==> src/rtl/ibuf_ctrl.sv <==
// Per-port input buffer and packet controller: flit FIFO, one-cycle route compute, switch request until tail.
// Optional sticky overflow/orphan flag via IBUF_ERRCHK_EN.
`ifndef ENTRYW
`define ENTRYW 7
`endif
`ifndef PORTW
`define PORTW 2
`endif
`ifndef VCHW
`define VCHW 1
`endif

module ibuf_ctrl #(
  parameter int unsigned DEPTH = 4,
  parameter int unsigned DATAW = 32
) (
  input  logic                clk,
  input  logic                rst_,
  input  logic                ivalid,
  input  logic [1:0]          itype,
  input  logic [DATAW-1:0]    idata,
  input  logic [`ENTRYW:0]    iivch,
  output logic                credit,
  output logic [`ENTRYW:0]    rc_addr,
  output logic [`ENTRYW:0]    rc_ivch,
  output logic                rc_en,
  input  logic [`PORTW:0]     rc_port,
  input  logic [`VCHW:0]      rc_ovch,
  output logic                sw_req,
  output logic [`PORTW:0]     sw_port,
  input  logic                sw_grant,
  output logic [1:0]          otype,
  output logic [DATAW-1:0]    odata,
  output logic [`VCHW:0]      ovch,
  output logic                empty,
`ifdef IBUF_ERRCHK_EN
  output logic                err,
`endif
  output logic                full
);

  localparam int unsigned PW = $clog2(DEPTH);
  localparam logic [1:0] FT_NONE = 2'b00;
  localparam logic [1:0] FT_HEAD = 2'b01;
  localparam logic [1:0] FT_TAIL = 2'b11;

  typedef enum logic [1:0] {
    IDLE   = 2'd0,
    RC     = 2'd1,
    ACTIVE = 2'd2
  } state_e;

  state_e               state_q, state_d;
  logic [DATAW+1:0]     mem_q [DEPTH];
  logic [DATAW+1:0]     mem_d [DEPTH];
  logic [PW:0]          wr_ptr_q, wr_ptr_d, rd_ptr_q, rd_ptr_d;
  logic [`ENTRYW:0]     ivch_q, ivch_d;
  logic [`PORTW:0]      port_q, port_d;
  logic [`VCHW:0]       ovch_q, ovch_d;
  logic                 credit_q, credit_d;
  logic                 wr, deq, discard;
  logic [DATAW+1:0]     head;

  assign empty = (wr_ptr_q == rd_ptr_q);
  assign full  = (wr_ptr_q[PW] != rd_ptr_q[PW]) && (wr_ptr_q[PW-1:0] == rd_ptr_q[PW-1:0]);
  assign wr    = ivalid && (itype != FT_NONE) && !full;

  assign head    = mem_q[rd_ptr_q[PW-1:0]];
  assign otype   = head[DATAW+1:DATAW];
  assign odata   = head[DATAW-1:0];
  assign rc_addr = odata[`ENTRYW:0];
  assign rc_ivch = ivch_q;
  assign sw_port = port_q;
  assign ovch    = ovch_q;
  assign credit  = credit_q;

  always_comb begin
    mem_d    = mem_q;
    wr_ptr_d = wr_ptr_q;
    ivch_d   = ivch_q;
    if (wr) begin
      mem_d[wr_ptr_q[PW-1:0]] = {itype, idata};
      wr_ptr_d                = wr_ptr_q + 1'b1;
      if (itype == FT_HEAD) ivch_d = iivch;
    end
  end

  always_comb begin
    state_d  = state_q;
    port_d   = port_q;
    ovch_d   = ovch_q;
    rc_en    = 1'b0;
    sw_req   = 1'b0;
    deq      = 1'b0;
    discard  = 1'b0;
    case (state_q)
      IDLE: begin
        if (!empty) begin
          if (otype == FT_HEAD) begin
            state_d = RC;
          end else begin
            deq     = 1'b1;
            discard = 1'b1;
          end
        end
      end
      RC: begin
        rc_en   = 1'b1;
        port_d  = rc_port;
        ovch_d  = rc_ovch;
        state_d = ACTIVE;
      end
      ACTIVE: begin
        sw_req = !empty;
        if (sw_grant && !empty) begin
          deq = 1'b1;
          if (otype == FT_TAIL) state_d = IDLE;
        end
      end
      default: state_d = IDLE;
    endcase
    rd_ptr_d = rd_ptr_q + {{PW{1'b0}}, deq};
    credit_d = deq;
  end

`ifdef IBUF_ERRCHK_EN
  logic err_q, err_d;
  assign err = err_q;

  always_comb begin
    err_d = err_q | (ivalid && (itype != FT_NONE) && full) | discard;
  end

  always_ff @(posedge clk or negedge rst_) begin
    if (!rst_) err_q <= 1'b0;
    else       err_q <= err_d;
  end
`endif

  always_ff @(posedge clk or negedge rst_) begin
    if (!rst_) begin
      state_q  <= IDLE;
      wr_ptr_q <= '0;
      rd_ptr_q <= '0;
      ivch_q   <= '0;
      port_q   <= '0;
      ovch_q   <= '0;
      credit_q <= 1'b0;
      for (int unsigned i = 0; i < DEPTH; i++) mem_q[i] <= '0;
    end else begin
      state_q  <= state_d;
      wr_ptr_q <= wr_ptr_d;
      rd_ptr_q <= rd_ptr_d;
      ivch_q   <= ivch_d;
      port_q   <= port_d;
      ovch_q   <= ovch_d;
      credit_q <= credit_d;
      mem_q    <= mem_d;
    end
  end

endmodule

==> config.mk <==
export PLATFORM = sky130hd
export DESIGN_NAME = ibuf_ctrl
export DESIGN_NICKNAME = d
export VERILOG_FILES = /design/src/rtl/ibuf_ctrl.sv
export SDC_FILE = /design/constraint.sdc
export NUM_CORES = 1
export LEC_CHECK = 0
export ABC_CLOCK_PERIOD_IN_PS = 2460
export BUFFER_PORTS_ARGS = -buffer_cell sky130_fd_sc_hd__buf_2
export CORE_ASPECT_RATIO = 1.4
export CORE_MARGIN = 10
export CORE_UTILIZATION = 30
export DETAILED_ROUTE_END_ITERATION = 7
export HOLD_SLACK_MARGIN = 0.08
export PLACE_DENSITY = 0.58
export SYNTH_ARGS = -nofsm -noshare
export SYNTH_HDL_FRONTEND = slang
export SYNTH_SLANG_ARGS = --single-unit
export TNS_END_PERCENT = 100
==> constraint.sdc <==
create_clock -name clk -period 2.46 [get_ports clk]
set_input_delay 0 -clock clk [delete_from_list [all_inputs] [get_ports clk]]
set_output_delay 0 -clock clk [all_outputs]
set_load 0.1 [all_outputs]
* Word-level counts from Yosys, hierarchy flattened *
Cells that the tools add are included.

word-level totals
  register bits after elaboration = 158
  latch bits = 0
  RAM bits = 0
  memory bits (read-only) = 0
  bits of input ports = 51
  output and inout port bits = 60
  logic and storage cells = 58
  memories kept = 0

operators by class
  add/sub/neg operators = 2
  multiply operators = 0
  divide/modulo/power cells = 0
  magnitude comparators = 3
  equality and inequality tests = 12
  shift operators = 0
  multiplexer cells = 17
  bitwise gates (word level) = 2
  reduce and logical (&&, ||, !) cells = 11

operator list
  operator                                                                       number
  136-bit bitwise mux                                                            1
  34-bit 2-to-1 mux                                                              3
  34-bit binary-select mux with 2-bit select                                     1
  34-bit demux with 2-bit select                                                 1
  2-bit 2-to-1 mux                                                               4
  2-bit != test (second input constant)                                          4
  2-bit by 1-bit equality test with 1-bit output (second input constant)         3
  3-bit >= comparator (second input constant)                                    2
  2-bit inverter with 3-bit output                                               2
  2-bit case mux with 3 select lines                                             1
  1-bit logical AND                                                              5
  1-bit 2-to-1 mux                                                               5
  2-bit equality test (second input constant)                                    2
  4-bit AND reduction                                                            1
  3-bit by 1-bit adder with 3-bit output                                         1
  3-bit by 1-bit adder with 3-bit output (second input constant)                 1
  3-bit equality test                                                            1
  3-bit by 1-bit less-than comparator with 1-bit output (second input constant)  1
  2-bit equality test                                                            1
  1-bit logical NOT                                                              2
  2-bit logical NOT                                                              1
  1-bit case mux with 2 select lines                                             1
  2-bit AND reduction                                                            1
  2-bit nonzero test                                                             1
  1-bit != test                                                                  1

* Longest topological paths before layout *
Gate-level depths: netlist of the first run.

  depth in word-level cells = 9
  mapped depth = 7
  gate-level depth less buffers = 6

* Worst setup path after synthesis of the first run *
OpenSTA, ideal clock, no wires.

  path type = register to output
  from = register rd_ptr_q[2]
  to = output sw_req
  arrival = 4393 ps
  required time = 2460 ps
  path slack = -1933 ps
  cell stages (with the launch flop) = 4
  buffers on the path = 0
  cell sequence = dfrtp_1 > xor2_4 > nor3_1 > nor3b_1

on the way
  word-level cells in the longest chain between the ends = 3

ends and longest elaborated chain
  element                 RTL line  text
  start, declared         56        logic [PW:0] wr_ptr_q, wr_ptr_d, rd_ptr_q, rd_ptr_d;
  start signal, assigned  153       rd_ptr_q <= rd_ptr_d;
  3-bit equality test     64        assign empty = (wr_ptr_q == rd_ptr_q);
  net empty               35        output logic empty,
  1-bit logical NOT       114       sw_req = !empty;
  1-bit 2-to-1 mux        96        case (state_q)
  end, declared           29        output logic sw_req,

The timed path passes the listed nets, and every way through them passes these cells.

* Worst setup path after layout of the first run *
  from = register rd_ptr_q[0]
  to = output rc_addr[4]

on the way
  word-level cells in the longest chain between the ends = 4

ends and longest elaborated chain
  element                                                 RTL line  text
  2-bit inverter with 3-bit output (implied by the code)  68        assign head = mem_q[rd_ptr_q[PW-1:0]];
  34-bit binary-select mux with 2-bit select              68
  34-bit 2-to-1 mux (implied by the code) (2 in a row)    68
  end, declared                                           24        output logic [`ENTRYW:0] rc_addr,

No other way between the ends. The select of a mux whose other input is x is not followed.

==> results of run 1 <==
[final timing paths]
kind	start	to	slack [ns]
worst max-delay path	rd_ptr_q[0]	rc_addr[4]	0.22
worst min-delay path	rst_	rc_ivch[1]	0.13
worst max register to register	wr_ptr_q[0]	mem_q[35]	0.32
worst min register to register	mem_q[135]	mem_q[135]	0.49
max in group asynchronous	rst_	mem_q[84]	1.51
min in group clk	rc_port[2]	sw_port[2]	0.34
[routing by layer]
layer / vias to the layer above / track usage [%] / part of all wire [%]
li1: 1931 / - / -
met1: 2315 / 13.4 / 42
met2: 87 / 19.9 / 53
met3: 15 / 3.16 / 3.9
met4: 0 / 3.79 / 1.1
met5: - / 0 / 0
[registers in the layout, summed over array words and instances (netlist names)]
name and flops:
mem_q 136, rc_ivch 8, rd_ptr_q 3, sw_port 3
wr_ptr_q 3, ovch 2, state_q 2, credit 1
[stage by stage]
step | instances | hold WS [ns] | utilization (%)
floorplan | 436 | -0.296 | -
finish | 932 | 0.132 | 38.7
global route | 932 | 0.174 | 38.7
detailed placement | 849 | 0.0283 | 33.9
global placement | 849 | 0.00973 | 33.9
CTS | 932 | 0.137 | 38.7
[cell usage in the layout, fill, tap and decap left out, drive strengths merged]
cell type    synthesis  routed
dfrtp              158     158
mux2               142     142
buf                 26     127
dlygate4sd3          0      51
mux4                34      34
clkbuf               7      19
nand3                8       8
inv                  7       8
a31oi                7       7
ha                   6       6
bufinv               0       6
o21ai                5       5
xor2                 5       5
nand2                4       4
a311oi               4       4
a31o                 4       4
a21o                 4       4
clkinv               0       4
xnor2                4       4
nor3b                3       3
nor2                 2       2
clkinvlp             0       2
and3                 1       1
nor2b                1       1
nor3                 1       1
a2111oi              1       1
nand3b               1       1
o31a                 1       1
[worst max-delay path, stage by stage, from the launching register on]
cell	delay (ns)
dfrtp_2	0.49
buf_4	0.38
mux4_2	0.61
buf_2	0.32
[area by class of cell]
type                    count  area (sq um)  share of cell area, %
well taps                 319           399                   4.10
flip-flops and latches    158          3960                   40.6
repair buffers            178          1270                   13.1
multi-input cells         238          3410                   35.0
inverters                   7          26.3                  0.270
clock inverters            13           235                   2.41
clock buffers              19           443                   4.54
[repair_timing]
| action | CTS | global route |
|---|---|---|
| hold buffers | 51 | 0 |
| hold endpoints to repair | 280 | 0 |
| endpoints found under the setup margin | 0 | 0 |
[kinds of logic after synthesis]
family | count (synthesis)
xor gates and xnor gates | 9
muxes | 176
buffers and inverters | 40
DFF | 158
AOI/OAI and AO/OA | 26
and+or+nand+nor | 21
adders and majority gates | 6
==> metrics.yaml, run 1 <==
placed_design:
  hpwl_mm: 12.2
  place_ws_ns: 0.327
  dpl-instance-area_sq_mm: 0.00856
  io_buffer_count: 110
  place_congestion: 0.755
cts:
  clk-insertion-delay-late_ns: 0.43
  cts.clk_slew.worst_paths_ns: 0.06
  clock_path_buffers: 2
  cts_buffers: 17
  tritoncts: "built"
  cts_setup_buffers: 0
  cts_root_buf: "clkbuf_16"
  htree_levels: 4
  cts_resized: 0
  cts.sinks: 158
grt:
  grt_overflow: 0
  grt_pass1_wl_mm: 29.5
  grt_pass1_vias: 5105
  gr-usage-all-layers_pct: 11.5
  antenna_found_initial: 0
  grt_max_degree: 61
timing:
  max_freq_mhz: 446
  finalCritPeriodShare_pct: 91.2
  grt_setup_unrepaired: "no"
  relSlewSlack_pct: 53.1
  setup_violations: 0
  final_hold_viol_count: 0
  setup-tns-final_ns: 0
  skew_ns: 0.0110
  tightestPinTransition_ns: 0.700
  fin_ws_ns: 0.217
  fin_crit_ns: 2.24
  report.final.slew_viol_count: 0
routing:
  drc: 0
  vias_per_cell: 4.67
  wirelength_mm: 18.3
  vias: 4348
  drt-wirelength-per-cell_um: 19.6
  ant_nets: 0
  firstDrtPassIters: 4
  drt_iter0_markers: 175
setup_path:
  end_kind: "output port"
  critPathLaunchType: "flop"
  worstPathArrival_ns: 2.24
  cp.required_ns: 2.46
  worstSetupPathType: "reg -> out"
  reg2reg_depth: 6
  cp_max_fo: 16
layout:
  drive_above_1_share_pct: 57.4
  antenna_cells: 0
  synthToLayoutAreaGrowth_pct: 27.8
  n_fill_cell: 2353
  stdcell_area_sq_mm: 0.00975
  nNetsFinal: 657
synth:
  synth-seq-area-share_pct: 51.8
  netlist.area_leader.share_pct: 51.8
  yosysWarnings: 0
  synth.avg_cell_area_sq_um: 17.5
  yosys-top-cells-area: "dfrtp_1, mux2_4, mux4_2, mux2_2, buf_6"
  yosysMostFrequentCell: "dfrtp_1"
  synth_common_cells: "dfrtp_1, mux2_4, mux4_2"
  synth-edff-count: 0
  synth_nets: 493
  synth_simple_gate_area_share_pct: 1.44
  synth-xor-area-share_pct: 1.62
  synth_top_area_cell: "dfrtp_1"
  synthAdderAreaFrac_pct: 0.984
  netlist_area_sq_mm: 0.00763
  synthArstFlopShare_pct: 100
  yosys.cell_types.count: 31
  syn_inst: 436
  synthFlopType: "dfrtp_1"
  synth_mux_area_share_pct: 36.9
  synth_top_family_by_area: "multiplexers"
  synth_compound_gate_area_share_pct: 3.45
  ys_seq_elements: 158
job:
  cap_violations: 0
floorplan:
  initial_core_util_pct: 30.3
  pin_count: 111
  core_sq_mm: 0.0252
  dieHeight_um: 209
  die_x_um: 155
  dieArea_sq_mm: 0.0323
  row_count: 69
hold_path:
  min_path_type: "in -> async"
run_status:
  status: "completed"
Power of run 1 is not shown: default switching activity piles up to over one toggle a cycle in this logic, so the estimate is an artifact.
==> run 2, diff against run 1 <==
--- a/config.mk
+++ b/config.mk
@@ -5,6 +5,7 @@
 export SDC_FILE = /design/constraint.sdc
 export NUM_CORES = 1
 export LEC_CHECK = 0
+export ABC_AREA = 1
 export ABC_CLOCK_PERIOD_IN_PS = 2460
 export BUFFER_PORTS_ARGS = -buffer_cell sky130_fd_sc_hd__buf_2
 export CORE_ASPECT_RATIO = 1.4
==> metrics.yaml, run 2 <==
cts:
  cts_root_buf: "clkbuf_16"  # unchanged
  cts.clk_slew.worst_paths_ns: 0.07  # was 0.06 ns
  tritoncts: "built"  # unchanged
  cts_setup_buffers: 0  # unchanged
  clock_path_buffers: 2  # unchanged
  cts_buffers: 17  # unchanged
  clk-insertion-delay-late_ns: 0.43  # about the same
  cts.sinks: 158  # unchanged
  htree_levels: 4  # unchanged
placed_design:
  hpwl_mm: 15.0  # was 12.2 mm
  place_congestion: 0.761  # was 0.755
  io_buffer_count: 110  # unchanged
  place_ws_ns: 0.378  # was 0.327 ns
floorplan:
  dieArea_sq_mm: 0.0328  # was 0.0323 sq mm
  core_sq_mm: 0.0255  # was 0.0252 sq mm
  dieHeight_um: 210  # was 209 um
  die_x_um: 156  # was 155 um
  initial_core_util_pct: 30.4  # was 30.3%
  row_count: 69  # unchanged
  pin_count: 111  # unchanged
routing:
  ant_nets: 0  # unchanged
  drt-wirelength-per-cell_um: 17.5  # was 19.6 um
  vias: 7147  # was 4348
  vias_per_cell: 5.14  # was 4.67
  drt_iter0_markers: 508  # was 175
  drc: 0  # unchanged
  firstDrtPassIters: 5  # was 4
  wirelength_mm: 24.3  # was 18.3 mm
timing:
  tightestPinTransition_ns: 0.766  # was 0.700 ns
  fin_crit_ns: 2.31  # was 2.24 ns
  final_hold_viol_count: 0  # unchanged
  setup_violations: 0  # unchanged
  report.final.slew_viol_count: 0  # unchanged
  finalCritPeriodShare_pct: 94.1  # was 91.2%
  setup-tns-final_ns: 0  # unchanged
  fin_ws_ns: 0.146  # was 0.217 ns
  skew_ns: 0.0107  # was 0.0110 ns
  max_freq_mhz: 432  # was 446 MHz
  relSlewSlack_pct: 48.9  # was 53.1%
  grt_setup_unrepaired: "no"  # unchanged
  hold_ws_ns: 0.135  # was 0.132 ns
synth:
  synth_nets: 992  # was 493
  yosys.cell_types.count: 21  # was 31
  synth_top_area_cell: "dfrtp_1"  # unchanged
  synth-xor-area-share_pct: 0.436  # was 1.62%
  netlist.area_leader.share_pct: 51.0  # was 51.8%
  synth_compound_gate_area_share_pct: 7.00  # was 3.45%
  synthAdderAreaFrac_pct: 0.968  # was 0.984%
  synth_simple_gate_area_share_pct: 32.4  # was 1.44%
  synth-edff-count: 0  # unchanged
  synth_mux_area_share_pct: 0  # was 36.9%
  yosys-top-cells-area: "dfrtp_1, nand2_1, nand4_1, o21ai_0, nor2_1"  # was dfrtp_1, mux2_4, mux4_2, mux2_2, buf_6
  yosysWarnings: 0  # unchanged
  synth_common_cells: "nand2_1, dfrtp_1, nand4_1"  # was dfrtp_1, mux2_4, mux4_2
  syn_inst: 935  # was 436
  ys_seq_elements: 158  # unchanged
  synth_top_family_by_area: "simple AND/OR/NAND/NOR gates"  # was multiplexers
  synth-seq-area-share_pct: 51.0  # was 51.8%
  synthArstFlopShare_pct: 100  # unchanged
  netlist_area_sq_mm: 0.00775  # was 0.00763 sq mm
  yosysMostFrequentCell: "nand2_1"  # was dfrtp_1
  synthFlopType: "dfrtp_1"  # unchanged
  synth.avg_cell_area_sq_um: 8.29  # was 17.5 sq um
layout:
  nNetsFinal: 1114  # was 657
  final_common_cell: "nand2_1"  # was dfrtp_1
  drive_above_1_share_pct: 19.5  # was 57.4%
  mostFrequentLayoutCells: "nand2_1, dfrtp_1, nand4_1"  # was dfrtp_1, mux2_4, buf_2
  largest_reg_flops: 136  # unchanged
  regMostFlops: "mem_q"  # unchanged
  utilization_pct: 41.1  # was 38.7%
  synthToLayoutAreaGrowth_pct: 35.0  # was 27.8%
setup_path:
  cp_max_fo: 38  # was 16
  r2r-end: "rc_ivch[7]"  # was mem_q[35]
  cp.required_ns: 2.46  # about the same
  path_cells: "inv_2 > buf_4 > o21ai_0 > o22ai_2 > buf_12"  # was buf_4 > mux4_2 > buf_2
  end_kind: "output port"  # unchanged
  cp-startpoint: "rd_ptr_q[0]"  # unchanged
  critPathLaunchType: "flop"  # unchanged
  cpMaxStageDelayCell: "dfrtp_2"  # was mux4_2
  worstSetupPathType: "reg -> out"  # unchanged
  reg2reg_depth: 8  # was 6
  rr_startpoint: "rd_ptr_q[1]"  # was wr_ptr_q[0]
  slowest_delay_ns: 0.46  # was 0.61 ns
  worstPathArrival_ns: 2.31  # was 2.24 ns
  r2r_setup_slack_ns: 0.15  # was 0.32 ns
  crit_end: "rc_addr[0]"  # was rc_addr[4]
run_status:
  status: "completed"  # unchanged
grt:
  gr-usage-all-layers_pct: 15.1  # was 11.5%
  grt_overflow: 0  # unchanged
  antenna_found_initial: 1  # was 0
  grt_max_degree: 113  # was 61
  grt_pass1_vias: 7260  # was 5105
  grt_pass1_wl_mm: 40.0  # was 29.5 mm
hold_path:
  min-delay-start: "ivalid"
  min_path_type: "in -> reg"  # was in -> async
job:
  cap_violations: 0  # unchanged
-- run 2: cell count changes after synthesis, moves of 11 or more --
cell      delta
mux2_4     -119
mux4_2      -34
nor2_1      +66
o21ai_0     +62
buf_1       +11
mux2_2      -23
buf_4       +13
nand4_1    +145
o22ai_1     +32
nand2_1    +331
buf_2       +17
clkbuf_1    +14
-- run 2: kinds of logic (layout without fill, tap and decap cells) --
group / Yosys count / in the layout
AND/OR/NAND/NOR: 560 / 560
adder cells (fa/ha/maj): 6 / 6
XOR/XNOR: 3 / 3
buffers and inverters: 108 / 243
other: 0 / 1
AO/OA/AOI/OAI: 100 / 100
flip-flops: 158 / 158
-- run 2: worst max-delay path, delay by kind of cell (launching register included) --
| family | cells | cell delay [ns] |
|---|---|---|
| compound gates | 2 | 0.47 |
| buf+inv | 3 | 0.94 |
| flops | 1 | 0.46 |
-- run 2: timing repair --
action | in CTS | in global routing
hold endpoints to repair | 228 | 0
hold buffers | 57 | 0
gates resized for setup | 0 | 0
-- run 2: how the worst min path moves through the flow --
stage / end / depth (start not counted) / slack [ns]
floorplan: credit / 0 / -0.30
global placement: mem_q[130] / 1 / 0.11
detailed placement: mem_q[129] / 1 / 0.11
CTS: rc_ivch[7] / 4 / 0.12
global route: rc_ivch[2] / 4 / 0.18
finish: rc_ivch[1] / 4 / 0.14
-- run 2: cell type report --
cell class | instances | area [sq um]
diodes | 1 | 2.50
repair buffers | 194 | 2050
clock inverters | 15 | 210
fillers | 2477 | 15000
multi-input cells | 669 | 3360
inverters | 17 | 63.8
well taps | 319 | 399
flip-flops and latches | 158 | 3960
clock buffers | 17 | 425
-- run 2: layer usage --
| metal | track usage (%) | wire [um] | share of wire (%) | up-vias |
|---|---|---|---|---|
| li1 | - | - | - | 3423 |
| met1 | 18.1 | 10200 | 42 | 3533 |
| met2 | 26.4 | 12800 | 52 | 176 |
| met3 | 3.18 | 1140 | 4.7 | 15 |
| met4 | 4.63 | 255 | 1.0 | 0 |
| met5 | 0 | 0 | 0 | - |
-- run 2: metrics by stage --
step | instances | cell area (sq um)
finish | 1390 | 10500
global route | 1390 | 10500
CTS | 1389 | 10500
detailed placement | 1300 | 9260
global placement | 1300 | 9260
floorplan | 935 | 7940
Power of run 2 is left out for the same reason.
==> run 3, diff against run 2 <==
--- a/config.mk
+++ b/config.mk
@@ -8,7 +8,7 @@
 export ABC_AREA = 1
 export ABC_CLOCK_PERIOD_IN_PS = 2460
 export BUFFER_PORTS_ARGS = -buffer_cell sky130_fd_sc_hd__buf_2
-export CORE_ASPECT_RATIO = 1.4
+export CORE_ASPECT_RATIO = 0.9
 export CORE_MARGIN = 10
 export CORE_UTILIZATION = 30
 export DETAILED_ROUTE_END_ITERATION = 7
==> metrics.yaml, run 3 (synthesized netlist as in run 2, its figures left out) <==
run_status:
  status: "completed"  # unchanged
grt:
  grt_overflow: 0  # unchanged
  antenna_found_initial: 0  # was 1
  grt_max_degree: 86  # was 113
  grt_pass1_vias: 7232  # was 7260
  gr-usage-all-layers_pct: 15.6  # was 15.1%
  grt_pass1_wl_mm: 41.1  # was 40.0 mm
cts:
  cts_buffers: 17  # unchanged
  tritoncts: "built"  # unchanged
  cts_setup_buffers: 0  # unchanged
  cts.sinks: 158  # unchanged
  htree_levels: 4  # unchanged
  clock_path_buffers: 2  # unchanged
  clk-insertion-delay-late_ns: 0.44  # was 0.43 ns
  cts_root_buf: "clkbuf_16"  # unchanged
  cts.clk_slew.worst_paths_ns: 0.07  # about the same
timing:
  finalCritPeriodShare_pct: 93.7  # was 94.1%
  relSlewSlack_pct: 52.2  # was 48.9%
  max_freq_mhz: 434  # was 432 MHz
  setup-tns-final_ns: 0  # unchanged
  setup_violations: 0  # unchanged
  fin_crit_ns: 2.31  # about the same
  fin_ws_ns: 0.155  # was 0.146 ns
  skew_ns: 0.0156  # was 0.0107 ns
  final_hold_viol_count: 0  # unchanged
  grt_setup_unrepaired: "no"  # unchanged
  tightestPinTransition_ns: 0.717  # was 0.766 ns
  report.final.slew_viol_count: 0  # unchanged
placed_design:
  dp.cells: 1324  # was 1300
  place_ws_ns: 0.450  # was 0.378 ns
  place_congestion: 0.766  # was 0.761
  io_buffer_count: 110  # unchanged
  hpwl_mm: 15.0  # about the same
layout:
  utilization_pct: 38.9  # was 41.1%
  nNetsFinal: 1115  # was 1114
  synthToLayoutAreaGrowth_pct: 27.1  # was 35.0%
  stdcell_count: 1412  # was 1390
  drive_above_1_share_pct: 19.8  # was 19.5%
  antenna_cells: 0  # was 1
  final_common_cell: "nand2_1"  # unchanged
  mostFrequentLayoutCells: "nand2_1, dfrtp_1, nand4_1"  # unchanged
  regMostFlops: "mem_q"  # unchanged
  largest_reg_flops: 136  # unchanged
setup_path:
  end_kind: "flop"  # was output port
  worst_path_most_repeated_cell: "nand2_1"
  cp_max_fo: 34  # was 38
  slowest_delay_ns: 0.60  # was 0.46 ns
  worstSetupPathType: "reg -> reg"  # was reg -> out
  worstPathArrival_ns: 2.68  # was 2.31 ns
  critPathLaunchType: "flop"  # unchanged
  cpMaxStageDelayCell: "dlygate4sd3_1"  # was dfrtp_2
  cp.required_ns: 2.83  # was 2.46 ns
  path_cells: "inv_1 > nand2_1 > nand2_1 > nand3_4 > buf_6 > buf_6 > nand4_1 > dlygate4sd3_1 > nand2_1"  # was inv_2 > buf_4 > o21ai_0 > o22ai_2 > buf_12
routing:
  drt-wirelength-per-cell_um: 18.1  # was 17.5 um
  drt_iter0_markers: 665  # was 508
  wirelength_mm: 25.6  # was 24.3 mm
  drc: 0  # unchanged
  vias: 7104  # was 7147
  vias_per_cell: 5.03  # was 5.14
  firstDrtPassIters: 5  # unchanged
  ant_nets: 0  # unchanged
floorplan:
  dieArea_sq_mm: 0.0327  # was 0.0328 sq mm
  initial_core_util_pct: 30.6  # was 30.4%
  die_x_um: 189  # was 156 um
  core_sq_mm: 0.0253  # was 0.0255 sq mm
  dieHeight_um: 173  # was 210 um
  pin_count: 111  # unchanged
  row_count: 55  # was 69
job:
  cap_violations: 0  # unchanged
hold_path:
  min_path_type: "in -> async"  # was in -> reg
-- run 3: cell types whose count changed in the layout (fill, tap and decap cells not counted), sizes merged --
| cell | before | now |
|---|---|---|
| clkinv | 3 | 6 |
| clkbuf | 17 | 19 |
| clkinvlp | 4 | 1 |
| diode | 1 | 0 |
| inv | 21 | 19 |
| bufinv | 4 | 3 |
| buf | 137 | 138 |
-- run 3: critical path, delay by kind of cell (launching register included) --
| kind | cells | cell delay (ns) |
|---|---|---|
| flops | 1 | 0.43 |
| simple gates | 5 | 0.52 |
| buf+inv | 4 | 1.27 |
-- run 3: per-layer routing --
layer	share of wire, %	up-vias	track usage, %
met5	0	-	0
met4	1.3	0	4.13
met3	5.0	25	3.52
met2	48	185	24.7
met1	46	3478	20.8
li1	-	3416	-
-- run 3: timing repair --
action | 4_1_cts | 5_1_grt
hold endpoints to repair | 211 | 0
endpoints found under the setup margin | 0 | 7
resized for setup | 0 | 2
hold buffers | 57 | 0
-- run 3: cell type report --
type	instances	area, sq um
clock buffers	19	443
clock inverters	12	160
fillers	2695	15500
inverters	17	63.8
multi-input cells	669	3370
flip-flops and latches	158	3960
well taps	342	428
repair buffers	195	1440
-- run 3: final timing paths --
check,startpoint,endpoint,slack [ns],depth (start not counted)
max,wr_ptr_q[1],rc_ivch[4],0.15,9
min,rst_,mem_q[30],0.16,2
max reg2reg,wr_ptr_q[1],rc_ivch[4],0.15,9
min reg2reg,mem_q[76],mem_q[76],0.46,2
max in group asynchronous,rst_,mem_q[86],1.60,3
min in group clk,rc_port[1],sw_port[1],0.31,4
-- run 3: stage by stage --
step | hold WS, ns | area [sq um]
4_1_cts | 0.171 | 9850
5_1_grt | 0.207 | 9850
3_5_place_dp | 0.0572 | 8670
3_3_place_gp | 0.0545 | 8670
6_report | 0.157 | 9850
2_1_floorplan | -0.296 | 7940
Power of run 3 is left out for the same reason.
